--- src/rtl/digit_lock_pkg.sv ---
// Shared types and constants for the keypad code lock.
// State encoding, digit width and a small elaboration-time helper.
package digit_lock_pkg;

  localparam int DIGIT_W = 4;

  typedef enum logic [1:0] {
    IDLE     = 2'd0,
    ENTRY    = 2'd1,
    UNLOCKED = 2'd2,
    LOCKOUT  = 2'd3
  } state_t;

  function automatic int max_int(input int a, input int b);
    return (a > b) ? a : b;
  endfunction

endpackage

--- src/rtl/digit_lock_if.sv ---
// Keypad-side bus of the code lock: digit stream and clear in, lock status out.
// The master drives digits (keypad/bench); the slave is the lock itself.
interface digit_lock_if #(
  parameter int IDX_W  = 3,
  parameter int FCNT_W = 2
);
  logic [3:0]        digit_in;
  logic              digit_vld;
  logic              clear;
  logic              unlocked;
  logic              locked_out;
  logic              fail_pulse;
  logic [FCNT_W-1:0] fail_cnt;
  logic [IDX_W-1:0]  digit_idx;

  modport master (
    output digit_in, digit_vld, clear,
    input  unlocked, locked_out, fail_pulse, fail_cnt, digit_idx
  );

  modport slave (
    input  digit_in, digit_vld, clear,
    output unlocked, locked_out, fail_pulse, fail_cnt, digit_idx
  );
endinterface

--- src/rtl/digit_lock_nibble_match.sv ---
// Combinational equality of one entered digit against one code nibble.
// Zero latency, no state, no backpressure.
import digit_lock_pkg::*;

module nibble_match (
  input  logic [DIGIT_W-1:0] digit,
  input  logic [DIGIT_W-1:0] code_nib,
  output logic               eq
);
  assign eq = (digit == code_nib);
endmodule

--- src/rtl/digit_lock.sv ---
// Keypad code lock: collects CODE_LEN digits, unlocks for a window or counts a failure.
// Outputs registered, one edge after the final digit; no backpressure. DIGIT_LOCK_TIMEOUT_EN adds an entry idle timeout.
import digit_lock_pkg::*;

module digit_lock #(
  parameter int                          CODE_LEN       = 4,
  parameter logic [CODE_LEN*DIGIT_W-1:0] CODE           = 16'h1234,
  parameter int                          MAX_FAIL       = 3,
  parameter int                          UNLOCK_CYCLES  = 8,
  parameter int                          LOCKOUT_CYCLES = 16
`ifdef DIGIT_LOCK_TIMEOUT_EN
  , parameter int                        ENTRY_TIMEOUT  = 32
`endif
) (
  input  logic         clk,
  input  logic         rst_n,
  digit_lock_if.slave  bus
);

  localparam int IDXW = $clog2(CODE_LEN + 1);
  localparam int FCW  = $clog2(MAX_FAIL + 1);
`ifdef DIGIT_LOCK_TIMEOUT_EN
  localparam int TMAX = max_int(max_int(UNLOCK_CYCLES, LOCKOUT_CYCLES), ENTRY_TIMEOUT);
`else
  localparam int TMAX = max_int(UNLOCK_CYCLES, LOCKOUT_CYCLES);
`endif
  localparam int TW   = $clog2(TMAX + 1);

  state_t            state_q, state_d;
  logic [IDXW-1:0]   digit_idx_q, digit_idx_d;
  logic              mism_q, mism_d;
  logic [FCW-1:0]    fail_cnt_q, fail_cnt_d;
  logic [TW-1:0]     timer_q, timer_d;
  logic              unlocked_q, unlocked_d;
  logic              locked_out_q, locked_out_d;
  logic              fail_pulse_q, fail_pulse_d;

  logic [DIGIT_W-1:0] code_nib;
  logic               eq;
  logic               mism_acc;
  logic               last_digit;
  logic               fail_evt;
  logic [FCW-1:0]     fail_next;

  always_comb begin
    code_nib = '0;
    for (int i = 0; i < CODE_LEN; i++) begin
      if (digit_idx_q == IDXW'(i)) code_nib = CODE[(CODE_LEN-1-i)*DIGIT_W +: DIGIT_W];
    end
  end

  nibble_match u_match (
    .digit    (bus.digit_in),
    .code_nib (code_nib),
    .eq       (eq)
  );

  assign mism_acc   = mism_q | ~eq;
  assign last_digit = (digit_idx_q == IDXW'(CODE_LEN - 1));
  assign fail_next  = fail_cnt_q + FCW'(1);

  always_ff @(posedge clk or negedge rst_n) begin
    if (!rst_n) begin
      state_q      <= IDLE;
      digit_idx_q  <= '0;
      mism_q       <= 1'b0;
      fail_cnt_q   <= '0;
      timer_q      <= '0;
      unlocked_q   <= 1'b0;
      locked_out_q <= 1'b0;
      fail_pulse_q <= 1'b0;
    end else begin
      state_q      <= state_d;
      digit_idx_q  <= digit_idx_d;
      mism_q       <= mism_d;
      fail_cnt_q   <= fail_cnt_d;
      timer_q      <= timer_d;
      unlocked_q   <= unlocked_d;
      locked_out_q <= locked_out_d;
      fail_pulse_q <= fail_pulse_d;
    end
  end

  always_comb begin
    state_d     = state_q;
    digit_idx_d = digit_idx_q;
    mism_d      = mism_q;
    fail_cnt_d  = fail_cnt_q;
    timer_d     = timer_q;
    fail_evt    = 1'b0;

    case (state_q)
      IDLE, ENTRY: begin
        // clear wins over a simultaneous digit; in IDLE it is a no-op apart from dropping the digit
        if (bus.clear) begin
          state_d     = IDLE;
          digit_idx_d = '0;
          mism_d      = 1'b0;
          timer_d     = '0;
        end else if (bus.digit_vld) begin
          timer_d = '0;
          if (last_digit) begin
            digit_idx_d = '0;
            mism_d      = 1'b0;
            if (mism_acc) begin
              fail_evt = 1'b1;
            end else begin
              state_d    = UNLOCKED;
              fail_cnt_d = '0;
            end
          end else begin
            state_d     = ENTRY;
            digit_idx_d = digit_idx_q + IDXW'(1);
            mism_d      = mism_acc;
          end
        end
`ifdef DIGIT_LOCK_TIMEOUT_EN
        else if (state_q == ENTRY) begin
          if (timer_q == TW'(ENTRY_TIMEOUT - 1)) begin
            digit_idx_d = '0;
            mism_d      = 1'b0;
            timer_d     = '0;
            fail_evt    = 1'b1;
          end else begin
            timer_d = timer_q + TW'(1);
          end
        end
`endif
      end
      UNLOCKED: begin
        if (bus.clear || timer_q == TW'(UNLOCK_CYCLES - 1)) begin
          state_d = IDLE;
          timer_d = '0;
        end else begin
          timer_d = timer_q + TW'(1);
        end
      end
      LOCKOUT: begin
        if (timer_q == TW'(LOCKOUT_CYCLES - 1)) begin
          state_d    = IDLE;
          timer_d    = '0;
          fail_cnt_d = '0;
        end else begin
          timer_d = timer_q + TW'(1);
        end
      end
      default: state_d = IDLE;
    endcase

    // Completed mismatch and timeout abandonment share one failure path
    if (fail_evt) begin
      fail_cnt_d = fail_next;
      state_d    = (fail_next == FCW'(MAX_FAIL)) ? LOCKOUT : IDLE;
    end
  end

  always_comb begin
    unlocked_d   = (state_d == UNLOCKED);
    locked_out_d = (state_d == LOCKOUT);
    fail_pulse_d = fail_evt;
  end

  assign bus.unlocked   = unlocked_q;
  assign bus.locked_out = locked_out_q;
  assign bus.fail_pulse = fail_pulse_q;
  assign bus.fail_cnt   = fail_cnt_q;
  assign bus.digit_idx  = digit_idx_q;

endmodule

--- src/flat_wrapper.sv ---
// flat-port wrapper written by rule: the top's interface ports become plain ports
module digit_lock_flat 
#(
  parameter int                          CODE_LEN       = 4,
  parameter logic [CODE_LEN*DIGIT_W-1:0] CODE           = 16'h1234,
  parameter int                          MAX_FAIL       = 3,
  parameter int                          UNLOCK_CYCLES  = 8,
  parameter int                          LOCKOUT_CYCLES = 16

)
  (clk, rst_n, bus_digit_in, bus_digit_vld, bus_clear, bus_unlocked, bus_locked_out, bus_fail_pulse, bus_fail_cnt, bus_digit_idx);
  digit_lock_if bus_i ();
  input  logic clk;
  input  logic rst_n;
  input wire logic [$bits(bus_i.digit_in)-1:0] bus_digit_in;
  input wire logic [$bits(bus_i.digit_vld)-1:0] bus_digit_vld;
  input wire logic [$bits(bus_i.clear)-1:0] bus_clear;
  output wire logic [$bits(bus_i.unlocked)-1:0] bus_unlocked;
  output wire logic [$bits(bus_i.locked_out)-1:0] bus_locked_out;
  output wire logic [$bits(bus_i.fail_pulse)-1:0] bus_fail_pulse;
  output wire logic [$bits(bus_i.fail_cnt)-1:0] bus_fail_cnt;
  output wire logic [$bits(bus_i.digit_idx)-1:0] bus_digit_idx;
  assign bus_i.digit_in = bus_digit_in;
  assign bus_i.digit_vld = bus_digit_vld;
  assign bus_i.clear = bus_clear;
  assign bus_unlocked = bus_i.unlocked;
  assign bus_locked_out = bus_i.locked_out;
  assign bus_fail_pulse = bus_i.fail_pulse;
  assign bus_fail_cnt = bus_i.fail_cnt;
  assign bus_digit_idx = bus_i.digit_idx;
  digit_lock #(.CODE_LEN(CODE_LEN), .CODE(CODE), .MAX_FAIL(MAX_FAIL), .UNLOCK_CYCLES(UNLOCK_CYCLES), .LOCKOUT_CYCLES(LOCKOUT_CYCLES)) u_core (.clk(clk), .rst_n(rst_n), .bus(bus_i));
endmodule
--- config.mk ---
export PLATFORM = sky130hd
export DESIGN_NAME = digit_lock_flat
export DESIGN_NICKNAME = d
export VERILOG_FILES = /design/src/rtl/digit_lock_pkg.sv /design/src/rtl/digit_lock_if.sv /design/src/rtl/digit_lock_nibble_match.sv /design/src/rtl/digit_lock.sv /design/src/flat_wrapper.sv
export SDC_FILE = /design/constraint.sdc
export NUM_CORES = 1
export LEC_CHECK = 0
export CAP_MARGIN = 20
export CORE_UTILIZATION = 50
export DETAILED_ROUTE_END_ITERATION = 8
export GPL_ROUTABILITY_DRIVEN = 0
export PLACE_DENSITY = 0.78
export SLEW_MARGIN = 25
export SYNTH_ARGS = -nofsm -noshare
export SYNTH_HDL_FRONTEND = slang
export SYNTH_SLANG_ARGS = --single-unit
--- constraint.sdc ---
create_clock -name clk -period 4.8 [get_ports clk]
set_input_delay 1.2 -clock clk [delete_from_list [all_inputs] [get_ports clk]]
set_output_delay 1.2 -clock clk [all_outputs]
set_load 0.005 [all_outputs]
# After elaboration in Yosys (flattened, before gate mapping)
# Cells that the tools add are included.
[word_totals]
word_cells = 75
in_bits = 8
ff_bits = 16
[classes]
n_eq_ne = 18
n_reduce_logical = 8
mux = 36
n_bitwise = 2
addsub = 3
[op_table]
columns = ["cell", "n"]
rows = [
  ["$mux W2", 14],
  ["$mux W5", 4],
  ["$pmux W5 S3", 1],
  ["$mux W4", 3],
  ["$eq A2 B2 Y1 const B", 5],
  ["$mux W1", 9],
  ["$mux W3", 3],
  ["$ne A3 B2 Y1 const B", 3],
  ["$eq A3 B2 Y1 const B", 2],
  ["$ne A3 B1 Y1 const B", 2],
  ["$pmux W2 S3", 1],
  ["$reduce_and A6 Y1", 1],
  ["$add A5 B1 Y5 const B", 1],
  ["$eq A5 B3 Y1 const B", 1],
  ["$eq A5 B4 Y1 const B", 1],
  ["$eq A4 B4 Y1", 1],
  ["$pmux W2 S2", 1],
  ["$add A3 B1 Y3 const B", 1],
  ["$eq A3 B1 Y1 const B", 1],
  ["$logic_not A3 Y1", 1],
  ["$ne A3 B3 Y1 const B", 1],
  ["$reduce_bool A3 Y1", 1],
  ["$add A2 B1 Y2 const B", 1],
  ["$eq A2 B1 Y1 const B", 1],
  ["7 further kinds", 7],
]

# Depth between registers and ports, before layout
[logic_depth]
depth_word = 15
ltp_mapped = 8
mapped_depth_nobuf = 8

# By module
# Synthesis repeated with hierarchy kept, for this count alone.
[hier_totals]
hier_cells = 103
hier_area_um2 = 997.2
[by_module_without_submodules]
columns = ["mod", "seq_area_each_um2", "cells_each", "instances", "area_per_inst_um2"]
rows = [
  ["digit_lock", 400.4, 98, 1, 949.7],
  ["nibble_match", 0.0, 5, 1, 47.5],
]

# Least setup slack after synthesis
# No wires, ideal clock.
[synth_path]
path_kind = "in2reg"
start = "input port bus_digit_in[2]"
end = "register u_core.state_q[0]"
arrival_ns = 2.393
stages = 4
t_required_ns = 4.721
n_path_buf = 0
setup_slack_ns = 2.327
cell_sequence = "nand2b_1 -> o41a_1 -> a2111oi_4 -> mux2i_1"
[synth_via]
elab_chain_len = 9
[synth_lines]
columns = ["element", "line_no", "source"]
rows = [
  ["start, declared", "flat_wrapper.sv:15", "input wire logic [$bits(bus_i.digit_in)-1:0] bus_digit_in;"],
  ["$eq A4 B4 Y1 (*)", "digit_lock_nibble_match.sv:10", "assign eq = (digit == code_nib);"],
  ["$not A1 Y1 (*)", "digit_lock.sv:58", "assign mism_acc = mism_q | ~eq;"],
  ["$or A1 B1 Y1 (*)", "digit_lock.sv:58", ""],
  ["$mux W2 or $mux W1 (tied branches)", "digit_lock.sv:105", "if (mism_acc) begin"],
  ["$mux W2 or $mux W1 (tied branches)", "digit_lock.sv:102", "if (last_digit) begin"],
  ["$mux W2 or $mux W1 (tied branches)", "digit_lock.sv:100", "end else if (bus.digit_vld) begin"],
  ["$mux W2 or $mux W1 (tied branches)", "digit_lock.sv:95", "if (bus.clear) begin"],
  ["$pmux W2 S3 or $mux W1 (tied branches)", "digit_lock.sv:92", "case (state_q)"],
  ["$mux W2 (*)", "digit_lock.sv:151", "if (fail_evt) begin"],
  ["via u_core.state_d[0]", "digit_lock.sv:29", "state_t state_q, state_d;"],
  ["end signal, assigned", "digit_lock.sv:73", "state_q <= state_d;"],
  ["end, declared", "digit_lock.sv:29", ""],
]
# The timed path passes the listed nets; every way through them passes the cells marked *.
# A chain may end at the register's enable or synchronous reset.

# Worst setup path after layout
[layout_path]
start = "input port bus_digit_in[2]"
end = "register u_core.locked_out_q, in the netlist u_core.bus.locked_out"
[layout_via]
elab_chain_len = 10
[layout_lines]
columns = ["element", "line_no", "source"]
rows = [
  ["$eq A4 B4 Y1 (*)", "digit_lock_nibble_match.sv:10", ""],
  ["$not A1 Y1 (*)", "digit_lock.sv:58", ""],
  ["$or A1 B1 Y1 (*)", "digit_lock.sv:58", ""],
  ["$mux W2 or $mux W1 (tied branches)", "digit_lock.sv:105", ""],
  ["$mux W2 or $mux W1 (tied branches)", "digit_lock.sv:102", ""],
  ["$mux W2 or $mux W1 (tied branches)", "digit_lock.sv:100", ""],
  ["$mux W2 or $mux W1 (tied branches)", "digit_lock.sv:95", ""],
  ["$pmux W2 S3 or $mux W1 (tied branches)", "digit_lock.sv:92", ""],
  ["$mux W2 (*)", "digit_lock.sv:151", ""],
  ["$eq A2 B2 Y1 (*)", "digit_lock.sv:159", "locked_out_d = (state_d == LOCKOUT);"],
  ["via u_core.locked_out_d", "digit_lock.sv:35", "logic locked_out_q, locked_out_d;"],
  ["end signal, assigned", "digit_lock.sv:79", "locked_out_q <= locked_out_d;"],
  ["end, declared", "digit_lock.sv:35", ""],
]
# Marks and branches as above.

==> out/metrics.yaml <==
overflow: 0
required_ns: 4.96
antenna_found_initial: 0
p_leak_nw: 0.504
fin_setup_tns_ns: 0
placed_area_mm2: 0.00111
start_kind: "primary input"
nNetsFinal: 125
vias: 772
synth_top_area_share: 0.428
final_area_mm2: 0.00114
ys_ff_latch: 16
io_buffers: 15
r2r_start: "u_core.bus.digit_idx[0]$_DFFE_PN0P_"
cp.arrival_ns: 2.94
grt_first_pass_wirelength_um: 2880
wirelength_um: 1780
hold_viol_final: 0
dp_hpwl_um: 1360
grt_usage: 0.195
min_period_ns: 2.78
drt_pre_antenna_iters: 4
dieArea_mm2: 0.00205
ctsResizeCount: 0
cts_setup_buffers: 0
synth-edff-count: 0
cts_tree: "yes"
coreArea_mm2: 0.00175
n_antenna_cell: 0
slew_viol_final: 0
grt_max_degree: 17
slew_headroom: 0.538
drive_gt1_frac: 0.0826
hold_path_startpoint: "u_core.bus.fail_cnt[0]$_DFFE_PN0P_"
num_io_pins: 16
worst-slew-pin-transition_ns: 0.691
yosys.area.top_type: "dfrtp_1"
synth_cell_type_count: 32
start_util: 0.536
die_w_um: 45.3
synth_seq_area_share: 0.428
crit_path_end_kind: "flip-flop"
drc: 0
hold_class: "reg2reg"
syn_to_final_growth_pct: 22.3
h-tree-depth: 1
cts_buffer_depth: 2
synth.most_common_cell: "dfrtp_1"
ant_nets: 0
syn_area_um2: 936
ir_drop_v: 0.000183
synthFlopType: "dfrtp_1"
first_global_vias: 687
cts_buffers: 3
status: "complete, no violations"
critPathLaunch: "bus_digit_in[2]"
avgSynthCellArea_um2: 10.2
setup_viol: 0
p_per_area_mw_per_mm2: 241
cts.clk_slew.worst_paths_ns: 0.09
vias_per_cell: 5.76
clk_latency_ns: 0.29
wl_per_cell_um: 13.3
max_freq_mhz: 359
syn_nets: 107
async_flop_share: 1.00
holdBufCountCts: 0
cts_root_buffer: "clkbuf_4"
drtIter0Drc: 18
final.setup_skew_ns: 0.00216
worstPathMaxFanout: 8
syn_inst: 92
period_share: 0.580
worst-setup-path-type: "in2reg"
yosys_warnings: 0
synthTopCellsByArea: "dfrtp_1 43%, ha_1 9.4%, o31ai_1 4.0%"
row_count: 15
synth_commonest_cells: "16 x dfrtp_1, 8 x nor2_1, 7 x ha_1, 7 x inv_1, 7 x nand3_1"
die_y_um: 45.3
clock-sinks: 16
rsz0062_at_grt: "no"
drv_cap: 0
nFillCells: 143
## flip-flops by register name (all words and copies together) (netlist names)
signal / flops
u_core.bus.locked_out: 1
u_core.bus.unlocked: 1
u_core.state_q: 2
u_core.bus.digit_idx: 3
u_core.mism_q: 1
u_core.bus.fail_pulse: 1
u_core.bus.fail_cnt: 2
u_core.timer_q: 5
## critical path, cell delays in order
cell,delay (ns)
clkdlybuf4s50_1,0.46
nand2b_1,0.16
o41a_1,0.35
a2111oi_4,0.59
o21ai_0,0.17
## kinds of logic (layout without fill, tap and decap cells)
family,Yosys count,after routing,synth area share
multiplexers,4,4,0.0455
XOR/XNOR,1,1,0.00936
buffers and inverters,9,26,0.0374
AND/OR/NAND/NOR,30,30,0.167
flip-flops,16,16,0.428
adder cells (fa/ha/maj),7,7,0.0936
AO/OA/AOI/OAI,25,25,0.219
## final timing paths
path / depth (start not counted) / endpoint / slack, ns
max: 5 / u_core.bus.locked_out$_DFF_PN0_ / 2.02
max in group asynchronous: 1 / u_core.timer_q[3]$_DFFE_PN0P_ / 3.04
min: 1 / u_core.bus.fail_cnt[0]$_DFFE_PN0P_ / 0.53
min in group asynchronous: 1 / u_core.bus.fail_cnt[0]$_DFFE_PN0P_ / 1.32
max reg2reg: 4 / u_core.bus.locked_out$_DFF_PN0_ / 2.70
min reg2reg: 1 / u_core.bus.fail_cnt[0]$_DFFE_PN0P_ / 0.53
## stage by stage
| stage | utilization | power (mW) | hold WS [ns] | setup slack, ns | instances |
|---|---|---|---|---|---|
| CTS | 0.656 | 0.278 | 0.532 | 1.99 | 134 |
| floorplan | - | 0.168 | 0.484 | 2.33 | 92 |
| detailed placement | 0.635 | 0.190 | 0.519 | 1.71 | 130 |
| finish | 0.656 | 0.276 | 0.534 | 2.02 | 134 |
| global placement | 0.635 | 0.188 | 0.496 | 1.76 | 130 |
| global route | 0.656 | 0.290 | 0.566 | 1.94 | 134 |
## layout by cell type (no fill, tap or decap)
| cell type | n |
|---|---|
| dfrtp_1 | 16 |
| clkdlybuf4s50_1 | 15 |
| nor2_1 | 8 |
| inv_1 | 7 |
| nand3_1 | 7 |
| ha_1 | 7 |
| o21ai_0 | 6 |
| o31ai_1 | 5 |
| nand2_1 | 4 |
| nand2b_1 | 3 |
| clkbuf_4 | 3 |
| nor3_1 | 2 |
| nand3b_1 | 2 |
| mux2i_1 | 2 |
| mux2_2 | 2 |
| a22o_1 | 2 |
| a21oi_1 | 2 |
| o41a_1 | 1 |
| xor2_1 | 1 |
| a2111oi_4 | 1 |
| and3b_1 | 1 |
| nor4bb_1 | 1 |
| o41ai_2 | 1 |
| or4_1 | 1 |
| o31a_1 | 1 |
| and2_1 | 1 |
| a21bo_2 | 1 |
| a21o_1 | 1 |
| a31oi_1 | 1 |
| o21a_1 | 1 |
| a32oi_1 | 1 |
| o22ai_1 | 1 |
| clkbuf_8 | 1 |
## cell type report
type,instances,area (µm²),share of cell area
Tap cell,25,31.3,0.0273
Timing Repair Buffer,15,150,0.131
Sequential cell,16,400,0.350
Inverter,7,26.3,0.0230
Clock buffer,4,36.3,0.0317
Multi-Input combinational cell,67,500,0.437
## layer usage
layer  vias to the layer above  routed length, µm  GRT usage  share of wire
met5                         -                  0          0              0
met4                         0                 26     0.0909          0.015
li1                        375                  -          -              -
met2                        20                863      0.333           0.48
met1                       374                827      0.245           0.46
met3                         3                 63     0.0240          0.035
## where the power goes
part	total (mW)	internal (mW)	switching (mW)
Clock	0.0889	0.0463	0.0427
Combinational	0.0412	0.0213	0.0199
Sequential	0.146	0.140	0.00608
Total	0.276	0.207	0.0686
No activity file was read; power rests on OpenSTA's default activity.
